[src/rtl/um_loader.sv]
// um_loader: streams upstream elements into the unsorted memory (UM) of a
// sorter, zero-pads short frames, then hands the frame to the sorter with a
// one-cycle sort_start pulse and waits for sort_done before reloading.
// Optional build macro: UM_LOADER_MINMAX_EN adds min_val/max_val outputs
// tracking the extremes of the accepted (non-padding) elements of a frame.
`timescale 1ns/1ps

`ifndef DATA_WIDTH
`define DATA_WIDTH 8
`endif
`ifndef ELEMENT_NUM
`define ELEMENT_NUM 16
`endif
`ifndef LOG2_ELEMENT_NUM
`define LOG2_ELEMENT_NUM 4
`endif

module um_loader (
    input  logic                           clk,
    input  logic                           rst,
    input  logic                           in_valid,
    input  logic [`DATA_WIDTH-1:0]         in_data,
    input  logic                           in_last,
    output logic                           in_ready,
    output logic                           um_wr_en,
    output logic [`LOG2_ELEMENT_NUM-1:0]   um_addr,
    output logic [`DATA_WIDTH-1:0]         um_wr_data,
    output logic                           sort_start,
    input  logic                           sort_done,
    output logic [`LOG2_ELEMENT_NUM:0]     elem_cnt
`ifdef UM_LOADER_MINMAX_EN
    ,
    output logic [`DATA_WIDTH-1:0]         min_val,
    output logic [`DATA_WIDTH-1:0]         max_val
`endif
);

    localparam int DW = `DATA_WIDTH;
    localparam int AW = `LOG2_ELEMENT_NUM;
    localparam logic [AW-1:0] LAST_ADDR = AW'(`ELEMENT_NUM - 1);
    localparam logic [AW:0]   FULL_CNT  = (AW+1)'(`ELEMENT_NUM);

    // state   | meaning
    // S_LOAD  | accepting upstream elements, in_ready high
    // S_FILL  | short frame ended, writing zeros to the remaining addresses
    // S_START | last UM write is on the bus; raise sort_start next cycle
    // S_WAIT  | sorter owns the UM until sort_done
    typedef enum logic [1:0] {S_LOAD, S_FILL, S_START, S_WAIT} state_t;

    state_t          r_state,   w_state_nxt;
    logic [AW-1:0]   r_wr_ptr,  w_wr_ptr_nxt;
    logic            r_wr_en,   w_wr_en_nxt;
    logic [AW-1:0]   r_addr,    w_addr_nxt;
    logic [DW-1:0]   r_data,    w_data_nxt;
    logic            r_start,   w_start_nxt;
    logic [AW:0]     r_cnt,     w_cnt_nxt;

    // Next-state and next-output decode; UM outputs are all registered.
    always_comb begin
        w_state_nxt  = r_state;
        w_wr_ptr_nxt = r_wr_ptr;
        w_wr_en_nxt  = 1'b0;
        w_addr_nxt   = r_addr;
        w_data_nxt   = r_data;
        w_start_nxt  = 1'b0;
        w_cnt_nxt    = r_cnt;
        unique case (r_state)
            S_LOAD: begin
                if (in_valid) begin
                    w_wr_en_nxt  = 1'b1;
                    w_addr_nxt   = r_wr_ptr;
                    w_data_nxt   = in_data;
                    w_wr_ptr_nxt = r_wr_ptr + 1'b1;
                    if (r_wr_ptr == LAST_ADDR) begin
                        w_cnt_nxt    = FULL_CNT;
                        w_wr_ptr_nxt = '0;
                        w_state_nxt  = S_START;
                    end else if (in_last) begin
                        w_cnt_nxt   = {1'b0, r_wr_ptr} + 1'b1;
                        w_state_nxt = S_FILL;
                    end
                end
            end
            S_FILL: begin
                w_wr_en_nxt  = 1'b1;
                w_addr_nxt   = r_wr_ptr;
                w_data_nxt   = '0;
                w_wr_ptr_nxt = r_wr_ptr + 1'b1;
                if (r_wr_ptr == LAST_ADDR) begin
                    w_wr_ptr_nxt = '0;
                    w_state_nxt  = S_START;
                end
            end
            S_START: begin
                w_start_nxt = 1'b1;
                w_state_nxt = S_WAIT;
            end
            S_WAIT: begin
                if (sort_done) begin
                    w_wr_ptr_nxt = '0;
                    w_state_nxt  = S_LOAD;
                end
            end
            default: w_state_nxt = S_LOAD;
        endcase
    end

    // State and registered output update; reset abandons any partial frame.
    always_ff @(posedge clk or posedge rst) begin
        if (rst) begin
            r_state  <= S_LOAD;
            r_wr_ptr <= '0;
            r_wr_en  <= 1'b0;
            r_addr   <= '0;
            r_data   <= '0;
            r_start  <= 1'b0;
            r_cnt    <= '0;
        end else begin
            r_state  <= w_state_nxt;
            r_wr_ptr <= w_wr_ptr_nxt;
            r_wr_en  <= w_wr_en_nxt;
            r_addr   <= w_addr_nxt;
            r_data   <= w_data_nxt;
            r_start  <= w_start_nxt;
            r_cnt    <= w_cnt_nxt;
        end
    end

    assign in_ready   = (r_state == S_LOAD);
    assign um_wr_en   = r_wr_en;
    assign um_addr    = r_addr;
    assign um_wr_data = r_data;
    assign sort_start = r_start;
    assign elem_cnt   = r_cnt;

`ifdef UM_LOADER_MINMAX_EN
    logic [DW-1:0] r_min;
    logic [DW-1:0] r_max;

    // Track extremes of accepted elements; the first accept of a frame
    // (always at address 0) restarts them, so padding never contributes.
    always_ff @(posedge clk or posedge rst) begin
        if (rst) begin
            r_min <= '1;
            r_max <= '0;
        end else if (in_valid && (r_state == S_LOAD)) begin
            if ((r_wr_ptr == '0) || (in_data < r_min)) r_min <= in_data;
            if ((r_wr_ptr == '0) || (in_data > r_max)) r_max <= in_data;
        end
    end

    assign min_val = r_min;
    assign max_val = r_max;
`endif

endmodule

[config.mk]
export PLATFORM = sky130hd
export DESIGN_NAME = um_loader
export DESIGN_NICKNAME = d
export VERILOG_FILES = /design/src/rtl/um_loader.sv
export SDC_FILE = /design/constraint.sdc
export NUM_CORES = 1
export LEC_CHECK = 0
export CORE_ASPECT_RATIO = 1.5
export CORE_MARGIN = 1.5
export CORE_UTILIZATION = 40
export DETAILED_ROUTE_END_ITERATION = 8
export DONT_BUFFER_PORTS = 1
export PLACE_DENSITY = 0.59
export SLEW_MARGIN = 25
export SYNTH_ARGS = -nofsm -noshare
export SYNTH_HDL_FRONTEND = slang
export SYNTH_SLANG_ARGS = --single-unit
[constraint.sdc]
create_clock -name clk -period 1.85 [get_ports clk]
set_input_delay 0.37 -clock clk [delete_from_list [all_inputs] [get_ports clk]]
set_output_delay 0.37 -clock clk [all_outputs]
set_load 0.01 [all_outputs]
==> flow_summary.ini <==
[clock_network]
cts.repair_timing.setup_buffer_count = 0
clk_latency_ns = 0.27
postCtsResizedCells = 0
cts.sink_count = 25
clkSlewWorstSetupHoldPaths_ns = 0.09
clock_tree_from_tritoncts = done
clockRootBuffer = sky130_fd_sc_hd__clkbuf_8
ctsLongestPathBuffers = 2
cts_inserted_buffers = 3
ctsHtreeMaxLevel = 1
cts_hold_buf = 0

[detailed_routing]
route.detailed.wl_per_inst_um = 15.05
drt-total-wl_mm = 2.198
vias = 781
first_pass_iters = 4
postRouteAntennaNets = 0
drt_iter0_markers = 20
avgViaCountPerCell = 5.349
drcViolationCount = 0

[job]
number_of_max_cap_violations = 0

[layout]
layout.filler_cells = 264
finalCoreUtilization_pct = 47.05
layout_cell_share_with_drive_strength_beyond_1_pct = 16.51
commonest_non_fill_non_tap_cell_in_the_layout = sky130_fd_sc_hd__dfrtp_1
syn2layout_area_growth_pct = 9.361
multi_input_comb_area_um2 = 513.0
nNetsFinal = 129
finished_layout_cell_area_mm2 = 0.001286
layout.cells.most_common_list = sky130_fd_sc_hd__dfrtp_1 (25), sky130_fd_sc_hd__nand2_1 (11), sky130_fd_sc_hd__o21ai_0 (8), sky130_fd_sc_hd__a22o_1 (8), sky130_fd_sc_hd__inv_1 (8)
final-seq-area_um2 = 625.6
insertedDiodeCount = 0

[floorplanning]
dieWidth_um = 47.28
dieArea_mm2 = 0.003281
core.rowCount = 23
dieHeight_um = 69.41
core_area_mm2 = 0.002734
io_pins = 33
start_util_pct = 43.02

[timing]
drv_slew = 0
max_freq_mhz = 585.2
final.period_utilization_pct = 92.37
slew_headroom_pct = 73.69
timing.final.setup_violations = 0
hold_viol_final = 0
finalClockSkew_ns = 0.006070
setup-tns-final_ns = 0
grt_setup_unrepaired = false
final.min_clock_period_ns = 1.709
final.hold.worst_slack_ns = 0.02875
worst_slew_pin_slew_ns = 0.3938

[logic_synthesis]
synth_warnings = 0
ys_seq_elements = 25
synth_cell_types = 26
asyncSetResetFlopFracSynth_pct = 100.0
netlist_instances = 104
dominantRegCellSynth = sky130_fd_sc_hd__dfrtp_1
synth_edf_count = 0
mappedNetlistArea_mm2 = 0.001176
syn-num-nets = 123
syn-mean-instance-area_um2 = 11.31
synth.yosys.seq_area_share_pct = 53.19

[worst_setup_path]
setup.worst_path.start_class = flop
worst_endpoint_required_time_ns = 1.48
crit_fanout = 6
endpoint_kind = output pin
worst-endpoint-arrival_ns = 1.34
worstSetupPathType = flop to output pin

[placement]
hpwlAfterDp_mm = 1.644
placedInstanceArea_mm2 = 0.001235
portBuffers = 0
place.gp.congestion = 0.7759

[global_routing]
globalRouteTotalUtil_pct = 14.62
grt_pass1_wl_mm = 3.581
grt_pass1_vias = 784
grt_overflow = 0
grt_start_max_net_pins = 26
grt_antenna_before_repair = 0

[hold_path]
holdCritPathClass = input port to asynchronous set/reset pin

[power]
worst_ir_drop_vdd_mv = 0.7950
totalPowerFinal_w = 0.002358
static-leakage-power_nw = 0.5914
cellPowerDensity_mw_per_mm2 = 1834

[status]
outcome = finished, final reports clean
[cells by family (layout without fill, tap and decap cells)]
family	after synthesis	count (layout)	synth area share [%]
adder cells (fa/ha/maj)	6	6	6.383
buffers and inverters	10	15	3.404
AND/OR/NAND/NOR	26	26	10.96
XOR/XNOR	1	1	0.7448
flip-flops	25	25	53.19
AO/OA/AOI/OAI	29	29	18.72
multiplexers	7	7	6.595
[layer usage]
metal	vias to the layer above	track usage [%]	routed length, µm
met4	0	5.556	14
met3	2	3.125	126
li1	377	-	-
met1	378	19.41	943
met5	-	0	0
met2	24	22.37	1114
[through the flow]
stage	setup slack, ns	cells
3_3_place_gp	0.1579	142
3_5_place_dp	0.1544	142
5_1_grt	0.006650	146
2_1_floorplan	0.1978	104
6_report	0.1411	146
4_1_cts	0.1281	146
[power by group]
part           internal [W]  switching, W  total (W)
logic              0.000461      0.000491   0.000952
registers          0.000793      0.000289    0.00108
clock network      0.000152      0.000172   0.000324
[worst max-delay path: stages (launching register included)]
cell and delay, ns:
sky130_fd_sc_hd__dfrtp_1 0.41, sky130_fd_sc_hd__inv_1 0.13, sky130_fd_sc_hd__ha_1 0.33, sky130_fd_sc_hd__buf_4 0.21
[registers in the layout, indices dropped and copies added, names as in the netlist]
name,count
um_wr_data,8
elem_cnt,5
r_wr_ptr,4
um_addr,4
r_state,2
sort_start,1
um_wr_en,1
[area by class of cell]
cell class | instances | area share [%]
sequential | 25 | 48.64
multi-input combinational | 69 | 39.88
tap | 37 | 3.599
clock buffer | 3 | 3.210
inverter | 8 | 2.335
timing repair buffer | 3 | 1.751
clock inverter | 1 | 0.5837
[cell usage after synthesis (2+ instances only)]
cell	number	area share (%)
sky130_fd_sc_hd__nor2_1	5	1.6
sky130_fd_sc_hd__dfrtp_1	25	53
sky130_fd_sc_hd__o21ai_2	2	1.5
sky130_fd_sc_hd__a22o_1	8	6.0
sky130_fd_sc_hd__nor2b_1	3	1.6
sky130_fd_sc_hd__mux2_2	6	5.7
sky130_fd_sc_hd__ha_1	6	6.4
sky130_fd_sc_hd__nand3_1	2	0.85
sky130_fd_sc_hd__buf_2	2	0.85
sky130_fd_sc_hd__a31oi_1	2	1.1
sky130_fd_sc_hd__nand2b_1	2	1.1
sky130_fd_sc_hd__o21ai_0	8	3.4
sky130_fd_sc_hd__nand2_1	11	3.5
sky130_fd_sc_hd__inv_1	8	2.6
sky130_fd_sc_hd__o31ai_1	3	1.9
[path summary, 6_finish.rpt]
kind,start,to,slack (ns),cells after the start
min in group clk,in_data[6],um_wr_data[6],0.24,1
min reg2reg,elem_cnt[4],elem_cnt[4],0.56,2
min,rst,um_addr[2],0.03,2
max in group asynchronous,rst,r_state[0],1.57,2
max reg2reg,r_state[0],r_wr_ptr[1],0.15,6
max,r_state[0],in_ready,0.14,3
No activity file was read; power rests on OpenSTA's default activity.
==> RTL change 1 (same flow settings) <==
Re-encode `state_t` (4 states) as Gray code, 2 bits wide.
--- a/src/rtl/um_loader.sv
+++ b/src/rtl/um_loader.sv
@@ -46,5 +46,5 @@
     // S_START | last UM write is on the bus; raise sort_start next cycle
     // S_WAIT  | sorter owns the UM until sort_done
-    typedef enum logic [1:0] {S_LOAD, S_FILL, S_START, S_WAIT} state_t;
+    typedef enum logic [1:0] {S_LOAD = 2'b00, S_FILL = 2'b01, S_START = 2'b11, S_WAIT = 2'b10} state_t;
 
     state_t          r_state,   w_state_nxt;
Formal check against the unedited RTL: same outputs for any inputs over 10 cycles, from zero or initial values and one cycle with rst high; not proved beyond that.
==> RTL change 1 against the original RTL <==
- final cell count fell by 18%
- sequential cell count unchanged
- via count shrank 9.1%
- hold slack improved by 0.16 ns
- setup slack improved by 0.048 ns
- register-to-register slack improved by 0.04 ns
- largest cell class unchanged
- total power is 15% lower
- routed wire length shrank 8.0%
- clock power shrank 26%
- count of clock-buffer cells in the layout stayed put
- cell area is 14% lower
- non-clock buffer count is 1 higher
- area after synthesis shrank 11%
- first-iteration DRC count is 55% higher
==> RTL change 1: results (changes against the original RTL) <==
status -> completed
Comb pwr share -> 31.5% (-8.9 points)
hold_buf cts -> 1 (+1)
Util after Layout -> 44.9% (-2.1 points)
multi-input gates -> 59 (-14%)
Reg clk slew, reported paths -> 0.13 ns (+0.04 ns)
initial DRC count -> 31 (+55%)
clk tree area frac -> 2.47% (-1.3 points)
CTS Root Cell -> clkbuf_4
most common library cells after synthesis -> 25 x dfrtp_1, 16 x nand2_1, 11 x a22o_1
Seq. pwr -> 1.13 mW (+5%)
leakage power -> 0.548 nW (-7.3%)
clk_skew -> 0.00167 ns (-0.00440 ns)
Non-clk bufs -> 4 (+1)
worst skew pair latency -> 0.31 ns (+0.04 ns)
Synth cell types -> 28 (+7.7%)
maximum number of pins on one net before global-route repair -> 15 (-42%)
Slew HR -> 68.3% (-5.4 points)
M1 GR Usage -> 20.7% (+1.3 points)
proportion of layout cells with a drive suffix above 1 -> 14.7% (-1.8 points)
switch share -> 40.7% (+0.30 points)
multi-input logic area -> 385 sq um (-25%)
via/cell ratio -> 5.97 (+12%)
Die X -> 44.9 microns (-5.1%)
WL final -> 2020 microns (-8.0%)
invs w/o clock -> 3 (-5)
Worst Hold Class -> in -> reg
GRT met3 Usage -> 3.28% (+0.15 points)
non-clk buf share -> 2.92% (+1.2 points)
fill cell count -> 244 (-7.6%)
peak supply drop -> 0.000755 V (-5.0%)
post-DP HPWL -> 1450 microns (-12%)
## RTL change 1: cell count changes after synthesis, sizes merged, moves of 4 or more
cell and change:
nand2 +5, mux2 -4, a21oi +6, o21ai -9
ha -5, inv -5
## RTL change 1: path summary, 6_finish.rpt
kind / endpoint / slack [ns] / cells after the start
setup / recovery: elem_cnt[1] / 0.19 / 4
hold / removal: um_wr_data[1] / 0.19 / 1
setup reg to reg: elem_cnt[1] / 0.19 / 4
hold reg to reg: um_addr[1] / 0.56 / 2
max in group asynchronous: elem_cnt[1] / 0.81 / 3
min in group asynchronous: um_wr_data[6] / 0.49 / 2
## RTL change 1: kinds of logic (layout without fill, tap and decap cells)
family	count (synthesis)	in the layout	share of synthesized area, %
AO/OA/AOI/OAI	27	27	19.4
AND/OR/NAND/NOR	29	29	13.2
multiplexers	2	2	2.86
adder cells (fa/ha/maj)	1	1	1.19
buffers and inverters	7	11	3.81
flip-flops	25	25	59.5
## RTL change 1: critical path, cell delays in order (launching register included)
cell	delay, ns
dfrtp_1	0.46
ha_1	0.28
and3_1	0.28
o21ai_2	0.22
mux2_4	0.32
## RTL change 1: metrics by stage
| stage | std cells | power [mW] |
|---|---|---|
| global route | 119 | 2.16 |
| detailed placement | 114 | 1.77 |
| floorplan | 91 | 1.62 |
| global placement | 114 | 1.76 |
| finish | 119 | 2.00 |
| CTS | 119 | 2.02 |
## RTL change 1: per-layer routing
layer,share of wire [%],vias to the layer above
li1,-,326
met1,43,346
met2,50,36
met3,6.5,2
met4,0.74,0
met5,0,-
==> RTL change 2 (config.mk and constraints unchanged) <==
Without the edit above. Add a define of `UM_LOADER_MINMAX_EN`.
--- a/src/rtl/um_loader.sv
+++ b/src/rtl/um_loader.sv
@@ -5,4 +5,6 @@
 // tracking the extremes of the accepted (non-padding) elements of a frame.
 `timescale 1ns/1ps
+
+`define UM_LOADER_MINMAX_EN
 
 `ifndef DATA_WIDTH
Formal check against the unedited RTL (old outputs only; new: max_val and min_val): equivalent (Yosys induction, for registers that start in step).
==> RTL change 2 against the original RTL <==
- the run now ends with setup timing left
- count of clock-buffer cells in the layout increased by 4
- routed wire length increased by 150%
- area after synthesis increased by 90%
- setup slack got worse by 0.35 ns
- total power increased by 120%
- cell area increased by 120%
- non-clock buffer count increased by 38
- via count increased by 120%
- sequential cell count increased by 16
- core utilization increased by 6.1 points
- combinational power increased to 3.0 times the old value
- largest cell class is now multi-input combinational cells
==> RTL change 2: results (changes against the original RTL) <==
status -> complete, but fails checks
failing checks -> setup timing
via/cell ratio -> 5.41 (+1.2%)
final layout net count -> 279 (+120%)
worst stage delay on the critical path -> 0.55 ns (+0.14 ns)
Slew HR -> 64.7% (-9.0 points)
total CTS buffers -> 5 (+2)
Setup WS post-layout -> -0.211 ns (-0.352 ns)
Syn Area/Cell -> 11.0 sq um (-2.3%)
leakage power -> 1.37 nW (+130%)
power per cell area -> 1830 mW/mm^2 (-0.28%)
Logic power comb -> 2.89 mW (+200%)
clk_skew -> 0.00467 ns (-0.00140 ns)
peak supply drop -> 0.000906 V (+14%)
WL final -> 5460 microns (+150%)
worst skew pair latency -> 0.30 ns (+0.03 ns)
Slowest-stage cell, CP -> dfstp_2
routability cong. -> 0.789 (+1.7%)
Synth cell types -> 40 (+54%)
maximum number of pins on one net before global-route repair -> 42 (+62%)
WP data arrival -> 2.29 ns (+0.95 ns)
most common library cells after synthesis -> 33 x dfrtp_1, 22 x inv_1, 21 x ha_1
Final setup viols -> 16 (+16)
Reg2Reg Depth -> 8 (+2)
post-DP HPWL -> 3970 microns (+140%)
placed cells -> 305 (+110%)
-- RTL change 2: critical path, delay by kind of cell (launching register included) --
family                   cells  cell delay (ns)
flip-flops                   1             0.55
multiplexers                 1             0.30
buffers and inverters        2             0.21
AO/OA/AOI/OAI                4             0.75
adder cells (fa/ha/maj)      1             0.20
-- RTL change 2: area by class of cell --
| cell class | instances | area [sq um] |
|---|---|---|
| repair buffers | 41 | 315 |
| flip-flops and latches | 41 | 1040 |
| multi-input cells | 134 | 1250 |
| clock inverters | 1 | 5.00 |
| clock buffers | 7 | 96.3 |
| well taps | 70 | 87.6 |
| inverters | 22 | 82.6 |
| fillers | 493 | 2530 |
-- RTL change 2: what timing repair did --
item | 4_1_cts | 5_1_grt
endpoints found under the setup margin | 16 | 19
hold endpoints to repair | 0 | 0
pin swaps | 14 | 15
gates resized for setup | 20 | 11
buffers inserted | 2 | 1
hold buffers | 0 | 0
gates cloned | 0 | 0
-- RTL change 2: layer usage --
metal | track usage, % | routed length, microns
met1 | 19.9 | 2150
met2 | 37.8 | 2960
met3 | 4.77 | 272
met4 | 7.61 | 80
met5 | 0 | 0
-- RTL change 2: cell families after synthesis --
| logic type | after synthesis | share of synthesized area (%) |
|---|---|---|
| AOI/OAI and AO/OA | 60 | 21.3 |
| adders and majority gates | 21 | 11.8 |
| muxes | 12 | 6.00 |
| xor gates and xnor gates | 1 | 0.393 |
| DFF | 41 | 46.4 |
| buffers and inverters | 27 | 4.54 |
| and+or+nand+nor | 40 | 9.59 |
-- RTL change 2: per-stage QoR --
stage	setup TNS, ns	setup slack (ns)	area, sq um
5_1_grt	-2.73	-0.286	2880
3_5_place_dp	-2.58	-0.304	2600
4_1_cts	-2.30	-0.286	2820
3_3_place_gp	-2.24	-0.261	2600
2_1_floorplan	-2.46	-0.308	2260
6_report	-1.78	-0.211	2880
